==> src/rtl/pe_uno_ctrl_if.sv <==
// Bundle of every handshake, ROM and PE-side signal of the unary-op PE sharing controller.
// Latency: none, wires only.
// Backpressure: carries gemm_req/gemm_grant arbitration, req_valid/req_ready and rsp_valid/rsp_ready.
interface pe_uno_ctrl_if #(
    parameter int MUL_BW = 16,
    parameter int ACC_BW = 32,
    parameter int N_TERM = 8
);
    localparam int AW = 2 + $clog2(N_TERM);

    logic              gemm_req;
    logic              gemm_grant;
    logic              req_valid;
    logic              req_ready;
    logic [1:0]        req_op;
    logic [MUL_BW-1:0] req_x;
    logic [AW-1:0]     coef_addr;
    logic [MUL_BW-1:0] coef_data;
    logic [1:0]        pe_mode;
    logic [MUL_BW-1:0] pe_var;
    logic [MUL_BW-1:0] pe_wc;
    logic [ACC_BW-1:0] pe_mac;
    logic [ACC_BW-1:0] pe_o;
    logic              rsp_valid;
    logic              rsp_ready;
    logic [ACC_BW-1:0] rsp_data;
    logic              rsp_err;

    // Controller side.
    modport master (
        input  gemm_req,
        output gemm_grant,
        input  req_valid,
        output req_ready,
        input  req_op,
        input  req_x,
        output coef_addr,
        input  coef_data,
        output pe_mode,
        output pe_var,
        output pe_wc,
        output pe_mac,
        input  pe_o,
        output rsp_valid,
        input  rsp_ready,
        output rsp_data,
        output rsp_err
    );

    // Environment side: GEMM stream, requester, ROM, PE and result consumer.
    modport slave (
        output gemm_req,
        input  gemm_grant,
        output req_valid,
        input  req_ready,
        output req_op,
        output req_x,
        input  coef_addr,
        output coef_data,
        input  pe_mode,
        input  pe_var,
        input  pe_wc,
        input  pe_mac,
        output pe_o,
        input  rsp_valid,
        output rsp_ready,
        input  rsp_data,
        input  rsp_err
    );
endinterface

==> src/rtl/pe_uno_ctrl.sv <==
// Time-shares one PE between the GEMM stream and unary div/exp/log ops evaluated by Horner recurrence.
// Latency: accept -> rsp_valid is N_TERM+4 cycles; illegal op responds the cycle after accept.
// Backpressure: GEMM wins except when a unary request has starved STARVE_MAX cycles; rsp held until rsp_ready.
module pe_uno_ctrl #(
    parameter int MUL_BW     = 16,
    parameter int ACC_BW     = 32,
    parameter int N_TERM     = 8,
    parameter int STARVE_MAX = 15
) (
    input  logic          clk,
    input  logic          rst_n,
    pe_uno_ctrl_if.master bus
);
    localparam int TW = $clog2(N_TERM);
    localparam int SW = $clog2(STARVE_MAX + 1);
    localparam int AW = 2 + TW;

    typedef enum logic [2:0] {
        S_IDLE,
        S_LOAD,
        S_ISSUE,
        S_DRAIN,
        S_RESP
    } state_t;

    state_t            state;
    logic [1:0]        op_r;
    logic [TW-1:0]     term_cnt;
    logic [SW-1:0]     starve_cnt;
    logic              wc_sel;
    logic              mac_fb;
    logic [1:0]        pe_mode_r;
    logic [MUL_BW-1:0] pe_var_r;
    logic [AW-1:0]     coef_addr_r;
    logic              rsp_valid_r;
    logic [ACC_BW-1:0] rsp_data_r;
    logic              rsp_err_r;

    logic in_idle;
    logic uno_win;
    logic accept;

    // Arbitration is decided combinationally so GEMM gets the PE in the same cycle it asks.
    always_comb begin
        in_idle = (state == S_IDLE);
        uno_win = ~bus.gemm_req | (starve_cnt == SW'(STARVE_MAX));
        accept  = in_idle & uno_win & bus.req_valid;
    end

    assign bus.gemm_grant = in_idle & bus.gemm_req & ~uno_win;
    assign bus.req_ready  = in_idle & uno_win;

    // Coefficient and accumulator paths are direct feedthroughs gated by registered selects:
    // the ROM word arrives a cycle after its address and the PE result is fed back the same cycle.
    assign bus.pe_wc  = wc_sel ? bus.coef_data : '0;
    assign bus.pe_mac = mac_fb ? bus.pe_o : '0;

    assign bus.pe_mode   = pe_mode_r;
    assign bus.pe_var    = pe_var_r;
    assign bus.coef_addr = coef_addr_r;
    assign bus.rsp_valid = rsp_valid_r;
    assign bus.rsp_data  = rsp_data_r;
    assign bus.rsp_err   = rsp_err_r;

    // Sequencer: IDLE -> LOAD -> ISSUE (N_TERM) -> DRAIN (2) -> RESP; illegal op goes straight to RESP.
    always_ff @(posedge clk) begin
        if (!rst_n) begin
            state       <= S_IDLE;
            op_r        <= '0;
            term_cnt    <= '0;
            starve_cnt  <= '0;
            wc_sel      <= 1'b0;
            mac_fb      <= 1'b0;
            pe_mode_r   <= '0;
            pe_var_r    <= '0;
            coef_addr_r <= '0;
            rsp_valid_r <= 1'b0;
            rsp_data_r  <= '0;
            rsp_err_r   <= 1'b0;
        end else begin
            case (state)
                S_IDLE: begin
                    if (accept) begin
                        starve_cnt <= '0;
                        op_r       <= bus.req_op;
                        if (bus.req_op == 2'b00) begin
                            // Illegal op never touches the PE.
                            state       <= S_RESP;
                            rsp_valid_r <= 1'b1;
                            rsp_err_r   <= 1'b1;
                            rsp_data_r  <= '0;
                        end else begin
                            state       <= S_LOAD;
                            pe_mode_r   <= bus.req_op;
                            pe_var_r    <= bus.req_x;
                            coef_addr_r <= {bus.req_op, TW'(N_TERM - 1)};
                        end
                    end else if (bus.req_valid && bus.gemm_req && !uno_win) begin
                        starve_cnt <= starve_cnt + 1'b1;
                    end
                end

                S_LOAD: begin
                    state       <= S_ISSUE;
                    term_cnt    <= '0;
                    wc_sel      <= 1'b1;
                    coef_addr_r <= {op_r, TW'(N_TERM - 2)};
                end

                S_ISSUE: begin
                    // The first two terms start from a zero accumulator; feedback begins at term 2.
                    mac_fb <= (term_cnt != '0);
                    if (term_cnt == TW'(N_TERM - 1)) begin
                        state       <= S_DRAIN;
                        term_cnt    <= '0;
                        wc_sel      <= 1'b0;
                        coef_addr_r <= '0;
                    end else begin
                        term_cnt <= term_cnt + 1'b1;
                        if (32'(term_cnt) < N_TERM - 2) begin
                            coef_addr_r <= coef_addr_r - 1'b1;
                        end else begin
                            coef_addr_r <= '0;
                        end
                    end
                end

                S_DRAIN: begin
                    // Two cycles let the PE pipeline flush the last term into o_o.
                    if (term_cnt == TW'(1)) begin
                        state       <= S_RESP;
                        term_cnt    <= '0;
                        mac_fb      <= 1'b0;
                        pe_mode_r   <= '0;
                        pe_var_r    <= '0;
                        rsp_valid_r <= 1'b1;
                        rsp_err_r   <= 1'b0;
                        rsp_data_r  <= bus.pe_o;
                    end else begin
                        term_cnt <= term_cnt + 1'b1;
                    end
                end

                S_RESP: begin
                    if (bus.rsp_ready) begin
                        state       <= S_IDLE;
                        rsp_valid_r <= 1'b0;
                        rsp_err_r   <= 1'b0;
                        rsp_data_r  <= '0;
                    end
                end

                default: begin
                    state <= S_IDLE;
                end
            endcase
        end
    end
endmodule

==> src/flat_wrapper.sv <==
// flat-port wrapper written by rule: the top's interface ports become plain ports
module pe_uno_ctrl_flat 
#(
    parameter int MUL_BW     = 16,
    parameter int ACC_BW     = 32,
    parameter int N_TERM     = 8,
    parameter int STARVE_MAX = 15
)
  (clk, rst_n, bus_gemm_req, bus_gemm_grant, bus_req_valid, bus_req_ready, bus_req_op, bus_req_x, bus_coef_addr, bus_coef_data, bus_pe_mode, bus_pe_var, bus_pe_wc, bus_pe_mac, bus_pe_o, bus_rsp_valid, bus_rsp_ready, bus_rsp_data, bus_rsp_err);
  pe_uno_ctrl_if #(.MUL_BW(MUL_BW), .ACC_BW(ACC_BW), .N_TERM(N_TERM)) bus_i ();
  input  logic clk;
  input  logic rst_n;
  input wire logic [$bits(bus_i.gemm_req)-1:0] bus_gemm_req;
  output wire logic [$bits(bus_i.gemm_grant)-1:0] bus_gemm_grant;
  input wire logic [$bits(bus_i.req_valid)-1:0] bus_req_valid;
  output wire logic [$bits(bus_i.req_ready)-1:0] bus_req_ready;
  input wire logic [$bits(bus_i.req_op)-1:0] bus_req_op;
  input wire logic [$bits(bus_i.req_x)-1:0] bus_req_x;
  output wire logic [$bits(bus_i.coef_addr)-1:0] bus_coef_addr;
  input wire logic [$bits(bus_i.coef_data)-1:0] bus_coef_data;
  output wire logic [$bits(bus_i.pe_mode)-1:0] bus_pe_mode;
  output wire logic [$bits(bus_i.pe_var)-1:0] bus_pe_var;
  output wire logic [$bits(bus_i.pe_wc)-1:0] bus_pe_wc;
  output wire logic [$bits(bus_i.pe_mac)-1:0] bus_pe_mac;
  input wire logic [$bits(bus_i.pe_o)-1:0] bus_pe_o;
  output wire logic [$bits(bus_i.rsp_valid)-1:0] bus_rsp_valid;
  input wire logic [$bits(bus_i.rsp_ready)-1:0] bus_rsp_ready;
  output wire logic [$bits(bus_i.rsp_data)-1:0] bus_rsp_data;
  output wire logic [$bits(bus_i.rsp_err)-1:0] bus_rsp_err;
  assign bus_i.gemm_req = bus_gemm_req;
  assign bus_gemm_grant = bus_i.gemm_grant;
  assign bus_i.req_valid = bus_req_valid;
  assign bus_req_ready = bus_i.req_ready;
  assign bus_i.req_op = bus_req_op;
  assign bus_i.req_x = bus_req_x;
  assign bus_coef_addr = bus_i.coef_addr;
  assign bus_i.coef_data = bus_coef_data;
  assign bus_pe_mode = bus_i.pe_mode;
  assign bus_pe_var = bus_i.pe_var;
  assign bus_pe_wc = bus_i.pe_wc;
  assign bus_pe_mac = bus_i.pe_mac;
  assign bus_i.pe_o = bus_pe_o;
  assign bus_rsp_valid = bus_i.rsp_valid;
  assign bus_i.rsp_ready = bus_rsp_ready;
  assign bus_rsp_data = bus_i.rsp_data;
  assign bus_rsp_err = bus_i.rsp_err;
  pe_uno_ctrl #(.MUL_BW(MUL_BW), .ACC_BW(ACC_BW), .N_TERM(N_TERM), .STARVE_MAX(STARVE_MAX)) u_core (.clk(clk), .rst_n(rst_n), .bus(bus_i));
endmodule
==> config.mk <==
export PLATFORM = sky130hd
export DESIGN_NAME = pe_uno_ctrl_flat
export DESIGN_NICKNAME = d
export VERILOG_FILES = /design/src/rtl/pe_uno_ctrl_if.sv /design/src/rtl/pe_uno_ctrl.sv /design/src/flat_wrapper.sv
export SDC_FILE = /design/constraint.sdc
export NUM_CORES = 1
export LEC_CHECK = 0
export BUFFER_PORTS_ARGS = -buffer_cell sky130_fd_sc_hd__buf_2
export CORE_MARGIN = 8
export CORE_UTILIZATION = 49
export DETAILED_ROUTE_END_ITERATION = 6
export PLACE_DENSITY = 0.88
export SYNTH_ARGS = -nofsm -noshare
export SYNTH_HDL_FRONTEND = slang
export SYNTH_SLANG_ARGS = --single-unit
==> constraint.sdc <==
create_clock -name clk -period 4 [get_ports clk]
set_input_delay 0.4 -clock clk [delete_from_list [all_inputs] [get_ports clk]]
set_output_delay 0.4 -clock clk [all_outputs]
set_load 0.005 [all_outputs]
==> metrics.txt <==
# TYPE chip_impl_metric gauge
chip_impl_metric{name="syn_area",unit="µm²"} 3450
chip_impl_info{name="highest-signal-layer",value="met4"} 1
chip_impl_metric{name="layout-drive-gt1-share",unit=""} 0.3712
chip_impl_metric{name="globalplace.congestion",unit=""} 0.8644
chip_impl_metric{name="first_pass_iters",unit=""} 4
chip_impl_info{name="status",value="finished, final reports clean"} 1
chip_impl_metric{name="placementRows",unit=""} 30
chip_impl_metric{name="placedInstanceArea",unit="µm²"} 4333
chip_impl_metric{name="area_of_the_core_region",unit="µm²"} 6794
chip_impl_metric{name="cts_hold_buffers",unit=""} 0
chip_impl_metric{name="cellPowerDensity",unit="nW/µm²"} 371.3
chip_impl_metric{name="clkTransAtPathRegs",unit="ns"} 0.08
chip_impl_metric{name="largest_net_degree_at_the_start_of_global_routing",unit=""} 47
chip_impl_metric{name="route.detailed.drc",unit=""} 0
chip_impl_metric{name="grt_overflow_total",unit=""} 0
chip_impl_info{name="cp_top_family",value="compound AO/OA/AOI/OAI gates"} 1
chip_impl_metric{name="maxcap_viol_count",unit=""} 0
chip_impl_metric{name="via_count_of_the_first_global_routing_pass",unit=""} 3291
chip_impl_metric{name="hold_ws",unit="ns"} 0.2594
chip_impl_info{name="critical_path_class",value="flop to flop"} 1
chip_impl_metric{name="drt.antenna.violating_nets",unit=""} 0
chip_impl_metric{name="wp_buf_inv",unit=""} 1
chip_impl_metric{name="timing.final.setup_violations",unit=""} 0
chip_impl_metric{name="via_count_of_the_routed_design",unit=""} 3413
chip_impl_metric{name="dieArea",unit="µm²"} 9981
chip_impl_info{name="rsz_0062_raised_after_global_routing",value="false"} 1
chip_impl_metric{name="wl_per_cell",unit="µm"} 15.58
chip_impl_metric{name="global_route_wire_length_before_repair",unit="µm"} 15650
chip_impl_metric{name="clockBufferDepth",unit=""} 2
chip_impl_metric{name="synth.lib_cells_used.distinct",unit=""} 49
chip_impl_metric{name="avg_inst_size_synth",unit="µm²"} 8.914
chip_impl_metric{name="fp.dieW",unit="µm"} 99.91
chip_impl_metric{name="period_share",unit=""} 0.6263
chip_impl_metric{name="grt_usage",unit=""} 0.1926
chip_impl_metric{name="timing.critical_path.required",unit="ns"} 4.27
chip_impl_metric{name="ys_seq_area_frac",unit=""} 0.4120
chip_impl_metric{name="synth_enable_flop_cells",unit=""} 0
chip_impl_metric{name="cts_buffers",unit=""} 9
chip_impl_metric{name="critical-path-max-stage-delay",unit="ns"} 0.72
chip_impl_info{name="synth_top_flop_cell",value="dfxtp_1"} 1
chip_impl_metric{name="critPathArrivalTime",unit="ns"} 2.78
chip_impl_info{name="crit_end_category",value="flop"} 1
chip_impl_metric{name="wl_met1",unit="µm"} 3875
chip_impl_metric{name="leakage_dissipation",unit="µW"} 0.002380
chip_impl_metric{name="floorplan.initialDensity",unit=""} 0.5077
chip_impl_metric{name="placement.io_buffers",unit=""} 177
chip_impl_metric{name="finalWirelength",unit="µm"} 10140
chip_impl_metric{name="postSynthRegisterBits",unit=""} 71
chip_impl_metric{name="fmax",unit="MHz"} 399.2
chip_impl_metric{name="die-height",unit="µm"} 99.91
chip_impl_metric{name="flop2flop_setup_slack",unit="ns"} 1.49
chip_impl_metric{name="max_slew.worst_pin.slew",unit="ns"} 1.102
chip_impl_metric{name="signed_area_change_from_the_synthesized_netlist_to_the_final_layout",unit="%"} 32.03
chip_impl_metric{name="drt-initial-drc-count",unit=""} 247
chip_impl_metric{name="final_area",unit="µm²"} 4554
chip_impl_metric{name="antenna-diode-count",unit=""} 0
chip_impl_metric{name="clock_tree.htree_level_count",unit=""} 3
chip_impl_info{name="cp_slowest_cell",value="o221ai_4"} 1
chip_impl_metric{name="synthCells",unit=""} 387
chip_impl_info{name="root_buffer",value="clkbuf_8"} 1
chip_impl_metric{name="cts_resized",unit=""} 0
chip_impl_metric{name="finalMaxSlewViolations",unit=""} 0
chip_impl_info{name="cp-start-kind",value="flop"} 1
chip_impl_metric{name="dr_wl_met2",unit="µm"} 5097
chip_impl_metric{name="detail_route.vias_per_cell",unit=""} 5.243
chip_impl_metric{name="synth.net_count",unit=""} 465
chip_impl_metric{name="postLayoutCoreUtil",unit=""} 0.6704
chip_impl_metric{name="critical_path.max_fanout",unit=""} 23
chip_impl_metric{name="slew_headroom",unit=""} 0.2650
chip_impl_metric{name="vdd_drop_max",unit="V"} 0.0002225
chip_impl_metric{name="nNetsFinal",unit=""} 628
chip_impl_metric{name="numClockSinks",unit=""} 71
chip_impl_metric{name="cts.repair_timing.setup_buffer_count",unit=""} 0
chip_impl_metric{name="clk_latency",unit="ns"} 0.35
chip_impl_metric{name="tns",unit="ns"} 0
chip_impl_metric{name="yosys_warnings",unit=""} 0
chip_impl_info{name="path_cells",value="or3_1 > o221ai_4 > buf_4 > mux2i_1"} 1
chip_impl_metric{name="grt_antenna_before_repair",unit=""} 0
chip_impl_info{name="tritoncts_clock_tree",value="done"} 1
chip_impl_metric{name="synth-async-reset-ratio",unit=""} 0
chip_impl_metric{name="dr_wl_met3",unit="µm"} 888
chip_impl_metric{name="hpwlAfterDp",unit="µm"} 7713
chip_impl_metric{name="worst_clock_skew",unit="ns"} 0.01188
chip_impl_metric{name="hold_viol",unit=""} 0
chip_impl_info{name="worst_hold_path_type",value="input pin to flop"} 1
chip_impl_metric{name="boundaryPins",unit=""} 178
chip_impl_metric{name="final.min_clock_period",unit="ns"} 2.505
==> power breakdown <==
part	internal (µW)	switching, µW	leakage (µW)
logic	140	146	0.00170
clock network	352	279	0.000105
registers	735	38.7	0.000575
==> worst paths after layout <==
kind                                        startpoint                 endpoint  cells past startpoint
worst min register to register  u_core.bus.rsp_data[9]   u_core.bus.rsp_data[9]                      2
worst max register to register         u_core.state[0]  u_core.bus.rsp_data[22]                      4
worst max-delay path                   u_core.state[0]  u_core.bus.rsp_data[22]                      4
worst min-delay path                      bus_req_x[2]     u_core.bus.pe_var[2]                      2
==> state kept, by name, summed over array words and instances, names as in the netlist <==
register              cells
u_core.bus.pe_mode        2
u_core.mac_fb             1
u_core.state              3
u_core.bus.rsp_data      32
u_core.term_cnt           3
u_core.wc_sel             1
u_core.bus.rsp_valid      1
u_core.op_r               2
u_core.bus.pe_var        16
u_core.bus.coef_addr      5
u_core.bus.rsp_err        1
u_core.starve_cnt         4
==> stage by stage <==
step           power [µW]  worst slack (ns)  instances
2_1_floorplan       960.4             2.318        387
3_3_place_gp         1066             1.536        635
3_5_place_dp         1076             1.483        635
4_1_cts              1703             1.484        651
5_1_grt              1762             1.283        651
6_report             1691             1.495        651
==> synth_stat cells (all sizes together), types with 2 or more instances <==
library cell	number	share of area
clkbuf	13	0.014
inv	7	0.0076
o21a	2	0.0044
nand3	4	0.0073
mux2i	37	0.11
a221oi	2	0.0051
nand2	75	0.082
buf	13	0.029
nor4b	2	0.0087
o32ai	2	0.0051
and2	49	0.089
a21oi	18	0.028
a22o	20	0.051
o211a	2	0.0058
nor2	12	0.013
or2	2	0.0036
dfxtp	71	0.41
nor2b	3	0.0054
or3	3	0.0054
a211oi	3	0.0080
o31ai	2	0.0044
ha	7	0.025
nor3b	2	0.0044
o21ai	8	0.012
nor3	5	0.011
nand2b	4	0.0073
and3	3	0.0054
==> area by class of cell <==
class,count,area [µm²]
multi-input cells,283,1872
clock inverters,7,97.59
clock buffers,9,123.9
inverters,7,26.28
fillers,525,2240
flip-flops and latches,71,1421
well taps,96,120.1
repair buffers,178,893.4
==> layer usage <==
layer / GRT usage / up-vias
met3: 0.06159 / 25
met5: 0 / -
met2: 0.3412 / 162
met1: 0.1973 / 1560
li1: - / 1666
met4: 0.1036 / 0
==> cell families after synthesis <==
| family | synth area share |
|---|---|
| adder cells (fa/ha/maj) | 0.02539 |
| multiplexers | 0.1074 |
| flip-flops | 0.4120 |
| AND/OR/NAND/NOR | 0.2521 |
| buffers and inverters | 0.05042 |
| AO/OA/AOI/OAI | 0.1527 |
==> placed cells by master (no fill, tap or decap), types with 3 or more instances in the layout <==
master    instances
mux2i_1          37
a22o_1           20
inv_1             7
o21ai_0           8
clkbuf_8          9
nor2_1           12
nor2b_1           3
or3_1             3
ha_1              7
and2_1           49
nand2_1          75
a21oi_1          16
nand3_1           3
and3_1            3
nand2b_1          4
buf_2           177
dfxtp_1          71
nor3_1            4
Power figures use the tool's default switching activity.
